File: src/rtl/scc_pkg.sv
// Shared definitions for the SCC slave interface.
//   scc_state_e : frame decoder states
//   SCC_ADDR_W  : register address width carried by a frame
//   SCC_DATA_W  : register data width carried by a frame
//   SCC_CNT_W   : width of the bit counter used while shifting
package scc_pkg;

  localparam int SCC_ADDR_W = 12;
  localparam int SCC_DATA_W = 32;
  localparam int SCC_CNT_W  = 6;

  typedef enum logic [2:0] {
    IDLE,
    ADDR,
    DATA_IN,
    WAIT_LOAD,
    ACCESS,
    DATA_OUT
  } scc_state_e;

endpackage

File: src/rtl/scc_sync.sv
// Synchroniser bank for the asynchronous SCC pins plus CFGCLK edge pulses.
// Every pin goes through the same number of flops, so the serial data,
// load and direction bits stay aligned with the synchronised clock.
//   clk, reset          : system clock, synchronous active-high reset
//   cfgclk .. cfgdatain : raw asynchronous SCC inputs
//   nrst_sync, load_sync, wnr_sync, din_sync : synchronised copies
//   rise, fall          : one-cycle pulses on synchronised CFGCLK edges
module scc_sync #(
  parameter int SYNC_STAGES = 2
) (
  input  logic clk,
  input  logic reset,
  input  logic cfgclk,
  input  logic ncfgrst,
  input  logic cfgload,
  input  logic cfgwnr,
  input  logic cfgdatain,
  output logic nrst_sync,
  output logic load_sync,
  output logic wnr_sync,
  output logic din_sync,
  output logic rise,
  output logic fall
);

  // Bit order inside each stage: {cfgclk, ncfgrst, cfgload, cfgwnr, cfgdatain}
  logic [4:0] sync_q [SYNC_STAGES];
  logic [4:0] last;
  logic       clk_d;

  always_ff @(posedge clk) begin
    if (reset) begin
      for (int i = 0; i < SYNC_STAGES; i++) sync_q[i] <= '0;
      clk_d <= 1'b0;
    end else begin
      sync_q[0] <= {cfgclk, ncfgrst, cfgload, cfgwnr, cfgdatain};
      for (int i = 1; i < SYNC_STAGES; i++) sync_q[i] <= sync_q[i-1];
      clk_d <= last[4];
    end
  end

  assign last      = sync_q[SYNC_STAGES-1];
  assign nrst_sync = last[3];
  assign load_sync = last[2];
  assign wnr_sync  = last[1];
  assign din_sync  = last[0];
  assign rise      = last[4] & ~clk_d;
  assign fall      = ~last[4] & clk_d;

endmodule

File: src/rtl/scc_slave_if.sv
// SCC serial slave: decodes one frame (12-bit address, optional 32-bit
// write data, LOAD strobe) into a single register write or read, and shifts
// read data back out LSB first.
//   CLK, RESET          : system clock, synchronous active-high reset
//   CFGCLK, nCFGRST, CFGLOAD, CFGWnR, CFGDATAIN : asynchronous SCC inputs
//   CFGDATAOUT          : serial read data, valid while CFGCLK is high
//   REG_ADDR/REG_WDATA  : access address / write data, held during ACCESS
//   REG_WR/REG_RD       : access request
//   REG_RDATA/REG_ACK   : access completion
//   BUSY                : frame in progress (state != IDLE)
//   ERR, ERR_CLR        : sticky protocol/timeout error and its clear
//   dbg_state           : current decoder state
//
// Register port handshake: REG_WR or REG_RD rises together with a stable
// REG_ADDR (and REG_WDATA) and stays high through the cycle in which REG_ACK
// is sampled high; it falls on the following edge. REG_RDATA is taken only
// in that ACK cycle. If no ACK arrives within ACK_TIMEOUT cycles the request
// is withdrawn and any later ACK is ignored.
module scc_slave_if
  import scc_pkg::*;
#(
  parameter int          SYNC_STAGES   = 2,
  parameter int          ACK_TIMEOUT   = 255,
  parameter logic [31:0] TIMEOUT_RDATA = 32'hDEAD_DEAD
) (
  input  logic                  CLK,
  input  logic                  RESET,
  input  logic                  CFGCLK,
  input  logic                  nCFGRST,
  input  logic                  CFGLOAD,
  input  logic                  CFGWnR,
  input  logic                  CFGDATAIN,
  output logic                  CFGDATAOUT,
  output logic [SCC_ADDR_W-1:0] REG_ADDR,
  output logic [SCC_DATA_W-1:0] REG_WDATA,
  output logic                  REG_WR,
  output logic                  REG_RD,
  input  logic [SCC_DATA_W-1:0] REG_RDATA,
  input  logic                  REG_ACK,
  output logic                  BUSY,
  output logic                  ERR,
  input  logic                  ERR_CLR,
  output scc_state_e            dbg_state
);

  localparam int TIMER_W = $clog2(ACK_TIMEOUT + 1);

  logic nrst_sync, load_sync, wnr_sync, din_sync, rise, fall;

  scc_sync #(.SYNC_STAGES(SYNC_STAGES)) u_sync (
    .clk       (CLK),
    .reset     (RESET),
    .cfgclk    (CFGCLK),
    .ncfgrst   (nCFGRST),
    .cfgload   (CFGLOAD),
    .cfgwnr    (CFGWnR),
    .cfgdatain (CFGDATAIN),
    .nrst_sync (nrst_sync),
    .load_sync (load_sync),
    .wnr_sync  (wnr_sync),
    .din_sync  (din_sync),
    .rise      (rise),
    .fall      (fall)
  );

  scc_state_e            state_q, state_d;
  logic [SCC_CNT_W-1:0]  cnt_q, cnt_d;
  logic [SCC_ADDR_W-1:0] addr_q, addr_d;
  logic [SCC_DATA_W-1:0] wdata_q, wdata_d;
  logic [SCC_DATA_W-1:0] rdata_q, rdata_d;
  logic [TIMER_W-1:0]    timer_q, timer_d;
  logic                  wnr_q, wnr_d;
  logic                  dout_q, dout_d;
  logic                  err_q, err_set;

  always_ff @(posedge CLK) begin
    if (RESET) begin
      state_q <= IDLE;
      cnt_q   <= '0;
      addr_q  <= '0;
      wdata_q <= '0;
      rdata_q <= '0;
      timer_q <= '0;
      wnr_q   <= 1'b0;
      dout_q  <= 1'b0;
      err_q   <= 1'b0;
    end else begin
      state_q <= state_d;
      cnt_q   <= cnt_d;
      addr_q  <= addr_d;
      wdata_q <= wdata_d;
      rdata_q <= rdata_d;
      timer_q <= timer_d;
      wnr_q   <= wnr_d;
      dout_q  <= dout_d;
      // A new error wins over a clear arriving in the same cycle.
      if (err_set)      err_q <= 1'b1;
      else if (ERR_CLR) err_q <= 1'b0;
    end
  end

  always_comb begin
    state_d = state_q;
    cnt_d   = cnt_q;
    addr_d  = addr_q;
    wdata_d = wdata_q;
    rdata_d = rdata_q;
    wnr_d   = wnr_q;
    dout_d  = dout_q;
    timer_d = '0;
    err_set = 1'b0;

    if (!nrst_sync) begin
      // SCC reset silently abandons the frame, including a pending access.
      state_d = IDLE;
      cnt_d   = '0;
      dout_d  = 1'b0;
    end else begin
      case (state_q)
        IDLE: begin
          if (rise) begin
            if (load_sync) begin
              err_set = 1'b1;
            end else begin
              addr_d  = {addr_q[SCC_ADDR_W-2:0], din_sync};
              wnr_d   = wnr_sync;
              cnt_d   = SCC_CNT_W'(1);
              state_d = ADDR;
            end
          end
        end

        ADDR: begin
          if (rise) begin
            if (load_sync) begin
              err_set = 1'b1;
              cnt_d   = '0;
              state_d = IDLE;
            end else begin
              addr_d = {addr_q[SCC_ADDR_W-2:0], din_sync};
              if (cnt_q == SCC_CNT_W'(SCC_ADDR_W - 1)) begin
                cnt_d   = '0;
                state_d = wnr_q ? DATA_IN : WAIT_LOAD;
              end else begin
                cnt_d = cnt_q + SCC_CNT_W'(1);
              end
            end
          end
        end

        DATA_IN: begin
          if (rise) begin
            if (load_sync) begin
              err_set = 1'b1;
              cnt_d   = '0;
              state_d = IDLE;
            end else begin
              wdata_d = {wdata_q[SCC_DATA_W-2:0], din_sync};
              if (cnt_q == SCC_CNT_W'(SCC_DATA_W - 1)) begin
                cnt_d   = '0;
                state_d = WAIT_LOAD;
              end else begin
                cnt_d = cnt_q + SCC_CNT_W'(1);
              end
            end
          end
        end

        WAIT_LOAD: begin
          if (rise) begin
            if (load_sync) begin
              state_d = ACCESS;
            end else begin
              err_set = 1'b1;
              state_d = IDLE;
            end
          end
        end

        ACCESS: begin
          // CFGCLK edges are deliberately ignored here.
          timer_d = timer_q + TIMER_W'(1);
          if (REG_ACK) begin
            if (wnr_q) begin
              state_d = IDLE;
            end else begin
              rdata_d = REG_RDATA;
              dout_d  = REG_RDATA[0];
              cnt_d   = '0;
              state_d = DATA_OUT;
            end
          end else if (timer_q == TIMER_W'(ACK_TIMEOUT - 1)) begin
            err_set = 1'b1;
            if (wnr_q) begin
              state_d = IDLE;
            end else begin
              rdata_d = TIMEOUT_RDATA;
              dout_d  = TIMEOUT_RDATA[0];
              cnt_d   = '0;
              state_d = DATA_OUT;
            end
          end
        end

        DATA_OUT: begin
          if (rise) begin
            if (cnt_q == SCC_CNT_W'(SCC_DATA_W - 1)) begin
              dout_d  = 1'b0;
              cnt_d   = '0;
              state_d = IDLE;
            end else begin
              cnt_d = cnt_q + SCC_CNT_W'(1);
            end
          end else if (fall && cnt_q != '0) begin
            // The fall that closes the LOAD clock can land here before any
            // data rise; shifting only after a rise keeps bit 0 on the pin.
            rdata_d = rdata_q >> 1;
            dout_d  = rdata_q[1];
          end
        end

        default: state_d = IDLE;
      endcase
    end
  end

  assign REG_WR     = (state_q == ACCESS) &&  wnr_q;
  assign REG_RD     = (state_q == ACCESS) && !wnr_q;
  assign REG_ADDR   = addr_q;
  assign REG_WDATA  = wdata_q;
  assign CFGDATAOUT = dout_q;
  assign BUSY       = (state_q != IDLE);
  assign ERR        = err_q;
  assign dbg_state  = state_q;

endmodule

File: config.mk
export PLATFORM = sky130hd
export DESIGN_NAME = scc_slave_if
export DESIGN_NICKNAME = d
export VERILOG_FILES = /design/src/rtl/scc_pkg.sv /design/src/rtl/scc_sync.sv /design/src/rtl/scc_slave_if.sv
export SDC_FILE = /design/constraint.sdc
export NUM_CORES = 1
export LEC_CHECK = 0
export ABC_CLOCK_PERIOD_IN_PS = 3700
export BUFFER_PORTS_ARGS = -buffer_cell sky130_fd_sc_hd__buf_2
export CAP_MARGIN = 25
export CELL_PAD_IN_SITES_DETAIL_PLACEMENT = 1
export CELL_PAD_IN_SITES_GLOBAL_PLACEMENT = 2
export CORE_UTILIZATION = 34
export DETAILED_ROUTE_END_ITERATION = 10
export PLACE_DENSITY_LB_ADDON = 0.1
export SLEW_MARGIN = 20
export SYNTH_ARGS = -nofsm -noshare
export SYNTH_HDL_FRONTEND = slang
export SYNTH_SLANG_ARGS = --single-unit
File: constraint.sdc
create_clock -name CLK -period 3.7 [get_ports CLK]
set_clock_uncertainty 0.1 [all_clocks]
set_input_delay 0.74 -clock CLK [delete_from_list [all_inputs] [get_ports CLK]]
set_output_delay 0.74 -clock CLK [all_outputs]
set_load 0.03 [all_outputs]
==> results.toml, run 1 <==
[place]
dp_hpwl_um = 7790
preCtsSetupSlack_ns = 0.681
gp_congestion = 0.795
postPlaceCellArea_um2 = 5030
portBuffers = 92

[cells_and_area]
fillers = 1600
diodes = 0
area_delta_synth_final_pct = 19.2
final_nets = 666
mostFrequentLayoutCell = "nand2_1"
final_cell_area_um2 = 5330
multiInputGateArea_um2 = 2150
ff_latch_area_um2 = 2120
drive_gt1_share_pct = 19.2
layout_common_cells = "127 x nand2_1, 106 x dfxtp_1, 93 x buf_2, 81 x a21oi_1, 27 x nor2_1"

[synthesis]
async_flop_share_pct = 0
synth_compound_area_share_pct = 19.2
synth_fp_nets = 597
synth_ff_type = "dfxtp_1"
synthSimpleGateAreaFrac_pct = 26.1
synth_warnings = 0
synthAdderAreaFrac_pct = 1.40
synth_cell_types = 47
synth_mux_area_share_pct = 0.224
synth-seq-cells = 106
netlist_area_um2 = 4470
synth-seq-area-share_pct = 47.5
synth_top_family_by_area = "simple AND/OR/NAND/NOR gates"
synth_xor_area_share_pct = 0.784
synth-edff-count = 0
avgSynthCellArea_um2 = 8.11
netlist_instances = 551

[floorplan]
io_pins = 93
rows = 41
fp.dieW_um = 117
core-area_um2 = 12700
fp.dieH_um = 117
dieArea_um2 = 13600
start_util_pct = 35.1

[global_route]
grt_max_degree = 89
antenna_found_initial = 0
grt_pass1_wl_um = 18800
grt.overflow.total = 0
grt_pass1_vias = 3745
grt_use_total_pct = 17.7

[worst_setup_path]
rr_startpoint = "dbg_state[0]$_SDFFE_PP0P_"
end_kind = "flop"
cp.arrival_ns = 2.84
r2r-end = "rdata_q[4]$_SDFFE_PP0P_"
startpoint_type = "input port"
rr_worst_depth = 6
worst-path-max-fanout = 33
crit_type = "input port to flop"
crit_start = "REG_ACK"
r2r_setup_slack_ns = 1.13
crit_end = "cnt_q[5]$_SDFFE_PP0P_"
critPathRequiredTime_ns = 3.88

[min_path]
hp-class = "flop to flop"

[detailed_routing]
drc = 0
wl_um = 11700
drtAntennaViolNets = 0
wl_per_cell_um = 14.6
dr_total_vias = 4029
via_per_inst = 5.06
drt_iter0_drc = 206
firstDrtPassIters = 4

[cts]
clock_latency_ns = 0.35
cts_made_buffers = 9
clk_pin_slew_worst_paths_ns = 0.07
cts_hold_buf = 0
post_cts_buffers = 0
cts_tree = "yes"
cts_buffer_depth = 2
numClockSinks = 106
clockRootBuffer = "clkbuf_16"
h-tree-depth = 3
cts_resized = 0

[run]
drv_cap = 0

[sta]
rsz0062_at_grt = "no"
finalWorstSetupSlack_ns = 1.03
finalMaxSlewViolations = 0
finalHoldViolCount = 0
tns_ns = 0
fmax_mhz = 375
post-route-min-period_ns = 2.67
relSlewSlack_pct = 36.2
finalSetupViolCount = 0
period_share_pct = 72.1
tightest_slew_ns = 0.957

[pwr]
peakVddDrop_v = 0.000198
power.density_nw_per_um2 = 410
power.total_mw = 2.19
p_leak_nw = 1.92

[run_status]
status = "finished, final reports clean"
[worst max-delay path, cell delays in order]
cell	delay [ns]
buf_2	0.50
nor4b_1	0.14
o21ai_0	0.29
o31ai_1	0.28
buf_2	0.24
or4_1	0.51
a21oi_1	0.14
[kinds of logic (layout without fill, tap and decap cells)]
group,count (synthesis),after routing
muxes,1,1
and+or+nand+nor,244,244
xor gates and xnor gates,4,4
AOI/OAI and AO/OA,140,140
buffers and inverters,51,124
adders and majority gates,5,5
DFF,106,106
[metrics by stage]
step,util (%),hold slack (ns),cells
final,41.9,0.345,796
after global placement,39.5,0.329,780
after CTS,41.9,0.352,796
after global routing,41.9,0.363,796
after floorplan,-,0.314,551
after detailed placement,39.6,0.336,781
[power breakdown]
part | internal, mW | switching, mW
registers | 1.15 | 0.00393
clock network | 0.527 | 0.436
logic | 0.0308 | 0.0430
total | 1.70 | 0.483
[Yosys cell counts (7+ instances only)]
| master | n | area share, % |
|---|---|---|
| dfxtp_1 | 106 | 47 |
| o21ai_0 | 7 | 0.78 |
| inv_1 | 9 | 0.76 |
| nand3_1 | 22 | 2.5 |
| a21oi_1 | 81 | 9.1 |
| nor2b_1 | 13 | 1.8 |
| nand3b_1 | 21 | 3.5 |
| clkbuf_1 | 34 | 2.9 |
| nor2_1 | 27 | 2.3 |
| nand2_1 | 127 | 11 |
| o211ai_1 | 20 | 3.4 |
| a311oi_1 | 13 | 2.5 |
[flip-flops by register name, summed over array words and instances (netlist names)]
| name | cells |
|---|---|
| REG_WDATA | 32 |
| rdata_q | 31 |
| REG_ADDR | 12 |
| u_sync.sync_q | 10 |
| timer_q | 8 |
| cnt_q | 6 |
| dbg_state | 3 |
| CFGDATAOUT | 1 |
| ERR | 1 |
| u_sync.clk_d | 1 |
| wnr_q | 1 |
[worst min path at each step]
| stage | endpoint | cells past startpoint | slack, ns | start |
|---|---|---|---|---|
| 5_1_grt | u_sync.sync_q[0][6]$_SDFF_PP0_ | 1 | 0.36 | u_sync.sync_q[0][1]$_SDFF_PP0_ |
| 3_3_place_gp | u_sync.sync_q[0][6]$_SDFF_PP0_ | 1 | 0.33 | u_sync.sync_q[0][1]$_SDFF_PP0_ |
| 3_5_place_dp | u_sync.sync_q[0][7]$_SDFF_PP0_ | 1 | 0.34 | u_sync.sync_q[0][2]$_SDFF_PP0_ |
| 6_report | u_sync.sync_q[0][7]$_SDFF_PP0_ | 1 | 0.35 | u_sync.sync_q[0][2]$_SDFF_PP0_ |
| 4_1_cts | u_sync.sync_q[0][7]$_SDFF_PP0_ | 1 | 0.35 | u_sync.sync_q[0][2]$_SDFF_PP0_ |
| 2_1_floorplan | u_sync.sync_q[0][5]$_SDFF_PP0_ | 1 | 0.31 | u_sync.sync_q[0][0]$_SDFF_PP0_ |
[metal layers]
layer | GRT usage, % | share of wire, % | up-vias
met1 | 25.2 | 52 | 1897
met2 | 26.4 | 44 | 67
met3 | 3.63 | 2.9 | 11
met5 | 0 | 0 | -
li1 | - | - | 2054
met4 | 6.33 | 1.5 | 0
[cell type report]
cell class                 count  area share, %
clock buffer                  10           4.30
clock inverter                 5           1.20
inverter                       9          0.634
multi-input combinational    394           40.3
sequential                   106           39.8
tap                          172           4.04
timing repair buffer         100           9.72
Power figures use the tool's default switching activity.
==> run 2, diff against run 1 <==
--- a/config.mk
+++ b/config.mk
@@ -5,12 +5,13 @@
 export SDC_FILE = /design/constraint.sdc
 export NUM_CORES = 1
 export LEC_CHECK = 0
-export ABC_CLOCK_PERIOD_IN_PS = 3700
+export ABC_AREA = 1
+export ABC_CLOCK_PERIOD_IN_PS = 2500
 export BUFFER_PORTS_ARGS = -buffer_cell sky130_fd_sc_hd__buf_2
 export CAP_MARGIN = 25
 export CELL_PAD_IN_SITES_DETAIL_PLACEMENT = 1
 export CELL_PAD_IN_SITES_GLOBAL_PLACEMENT = 2
-export CORE_UTILIZATION = 34
+export CORE_UTILIZATION = 29
 export DETAILED_ROUTE_END_ITERATION = 10
 export PLACE_DENSITY_LB_ADDON = 0.1
 export SLEW_MARGIN = 20
==> constraint.sdc (replaced) <==
create_clock -name CLK -period 2.5 [get_ports CLK]
set_clock_uncertainty 0.1 [all_clocks]
set_input_delay 0.5 -clock CLK [delete_from_list [all_inputs] [get_ports CLK]]
set_output_delay 0.5 -clock CLK [all_outputs]
set_load 0.03 [all_outputs]
==> results.toml, run 2 <==
[run_status]
status = "finished, final reports clean"

[synthesis]
synth_warnings = 0
yosysMostFrequentCell = "nor2_1"
synth_cell_types = 25
synth-seq-area-share_pct = 43.8
netlist_instances = 742
netlist_area_um2 = 4840
synth_common_cells = "224 x nor2_1, 166 x nand2_1, 106 x dfxtp_1, 88 x o21ai_0, 61 x inv_1"
avgSynthCellArea_um2 = 6.53
async_flop_share_pct = 0
synth_ff_type = "dfxtp_1"
yosysTopAreaCell = "dfxtp_1"
synth-edff-count = 0
synth_top_area_share_pct = 43.8
synth_fp_nets = 788
synth_area_leaders = "dfxtp_1 44%, nor2_1 17%, nand2_1 13%"
synth-seq-cells = 106

[global_route]
grt.overflow.total = 0
grt_pass1_wl_um = 22700
grt_pass1_vias = 4753
grt_use_total_pct = 16.1
antenna_found_initial = 1
grt_max_degree = 63

[detailed_routing]
firstDrtPassIters = 4
drt_iter0_drc = 143
wl_um = 13500
via_per_inst = 4.54
drc = 0
wl_per_cell_um = 12.9
dr_total_vias = 4726
drtAntennaViolNets = 0

[worst_setup_path]
critPathMaxStageDelay_ns = 0.58
worst-path-max-fanout = 11
end_kind = "primary output"
critPathRequiredTime_ns = 1.90
r2r-end = "dbg_state[0]$_SDFFE_PP0P_"
cp.depth = 6
rr_startpoint = "dbg_state[1]$_SDFFE_PP0P_"
cp.arrival_ns = 1.56
crit_type = "flop to primary output"
startpoint_type = "flop"
rr_worst_depth = 11
cp_top_family = "flip-flops"
r2r_setup_slack_ns = 0.50
path_cells = "nor2_2 > nand2_2 > inv_1 > nand2_1 > inv_1 > buf_2"
cp_slowest_cell = "dfxtp_1"
worstPathBufferInverterCount = 3
crit_top_cell = "inv_1"

[cts]
numClockSinks = 106
clk_pin_slew_worst_paths_ns = 0.08
clock_latency_ns = 0.35
cts_hold_buf = 0
cts_resized = 0
post_cts_buffers = 0
cts_made_buffers = 9
cts_buffer_depth = 2
h-tree-depth = 3
cts_tree = "yes"
clockRootBuffer = "clkbuf_16"

[min_path]
hold_end = "ERR$_SDFFE_PP0P_"
holdPathStages = 2
min_from = "ERR_CLR"
hp-class = "input port to flop"

[place]
gp_congestion = 0.809
preCtsSetupSlack_ns = 0.495
portBuffers = 92
dp_hpwl_um = 9480

[cells_and_area]
multiInputGateArea_um2 = 2300
ff_latch_area_um2 = 2120
fillers = 2139
final_nets = 866
area_delta_synth_final_pct = 19.6
layout_common_cells = "224 x nor2_1, 166 x nand2_1, 106 x dfxtp_1, 92 x buf_2, 88 x o21ai_0"
drive_gt1_share_pct = 15.8
mostFrequentLayoutCell = "nor2_1"
largest_reg_flops = 32

[floorplan]
fp.dieH_um = 131
rows = 46
core-area_um2 = 16100
start_util_pct = 30.1
io_pins = 93
dieArea_um2 = 17200
fp.dieW_um = 131

[sta]
finalHoldViolCount = 0
finalMaxSlewViolations = 0
finalSetupViolCount = 0
rsz0062_at_grt = "no"
fin_hold_ws_ns = 0.245
fmax_mhz = 462
tns_ns = 0
period_share_pct = 86.6
post-route-min-period_ns = 2.16
finalWorstSetupSlack_ns = 0.336
relSlewSlack_pct = 68.4
tightest_slew_ns = 0.474

[pwr]
power.density_nw_per_um2 = 567
power.total_mw = 3.28
p_leak_nw = 2.71
peakVddDrop_v = 0.000297

[run]
drv_cap = 0
[run 2: per-layer routing]
metal	global-route usage (%)	routed length, µm	up-vias
met3	4.82	766	6
met5	0	0	-
met4	3.68	95	0
li1	-	-	2451
met1	20.0	6380	2198
met2	27.2	6230	71
[run 2: through the flow]
stage                     util, %  cell area, µm²  instances
after floorplan                 -            4840        742
after global placement       34.2            5510       1025
after detailed placement     34.2            5510       1025
after CTS                    35.9            5790       1041
after global routing         35.9            5790       1041
final                        35.9            5790       1042
[run 2: final cells by class]
cell class / count / area share [%]
clock buffer: 11 / 4.19
antenna: 1 / 0.0432
tap: 216 / 4.67
multi-input combinational: 538 / 39.7
clock inverter: 5 / 0.626
timing repair buffer: 101 / 9.98
sequential: 106 / 36.6
inverter: 64 / 4.15
[run 2: cell families (layout without fill, tap and decap cells)]
| kind of cell | after synthesis | count (layout) | synth area share (%) |
|---|---|---|---|
| fa+ha+maj | 5 | 5 | 1.29 |
| buf+inv | 98 | 181 | 8.73 |
| other cells | 0 | 1 | 0 |
| flops | 106 | 106 | 43.8 |
| compound gates | 109 | 109 | 11.6 |
| simple gates | 424 | 424 | 34.6 |
[run 2: worst max-delay path by stage]
stage	slack (ns)	end	startpoint
global placement	0.53	dbg_state[0]$_SDFFE_PP0P_	cnt_q[0]$_SDFFE_PP0P_
floorplan	0.49	cnt_q[0]$_SDFFE_PP0P_	dbg_state[2]$_SDFFE_PP0P_
global route	0.20	REG_WR	dbg_state[0]$_SDFFE_PP0P_
detailed placement	0.49	dbg_state[0]$_SDFFE_PP0P_	dbg_state[1]$_SDFFE_PP0P_
CTS	0.29	REG_WR	dbg_state[0]$_SDFFE_PP0P_
finish	0.34	REG_WR	dbg_state[0]$_SDFFE_PP0P_
[run 2: where the power goes]
group / switching [mW] / internal, mW / total [mW]
Clock: 0.681 / 0.713 / 1.39
Sequential: 0.00550 / 1.70 / 1.70
Combinational: 0.115 / 0.0722 / 0.187
[run 2: worst register-to-register path: cells and delay by family (launching register included)]
kind                   cells  cell delay, ns
buffers and inverters      3            0.40
and+or+nand+nor            7            0.69
DFF                        1            0.51
AOI/OAI and AO/OA          1            0.24
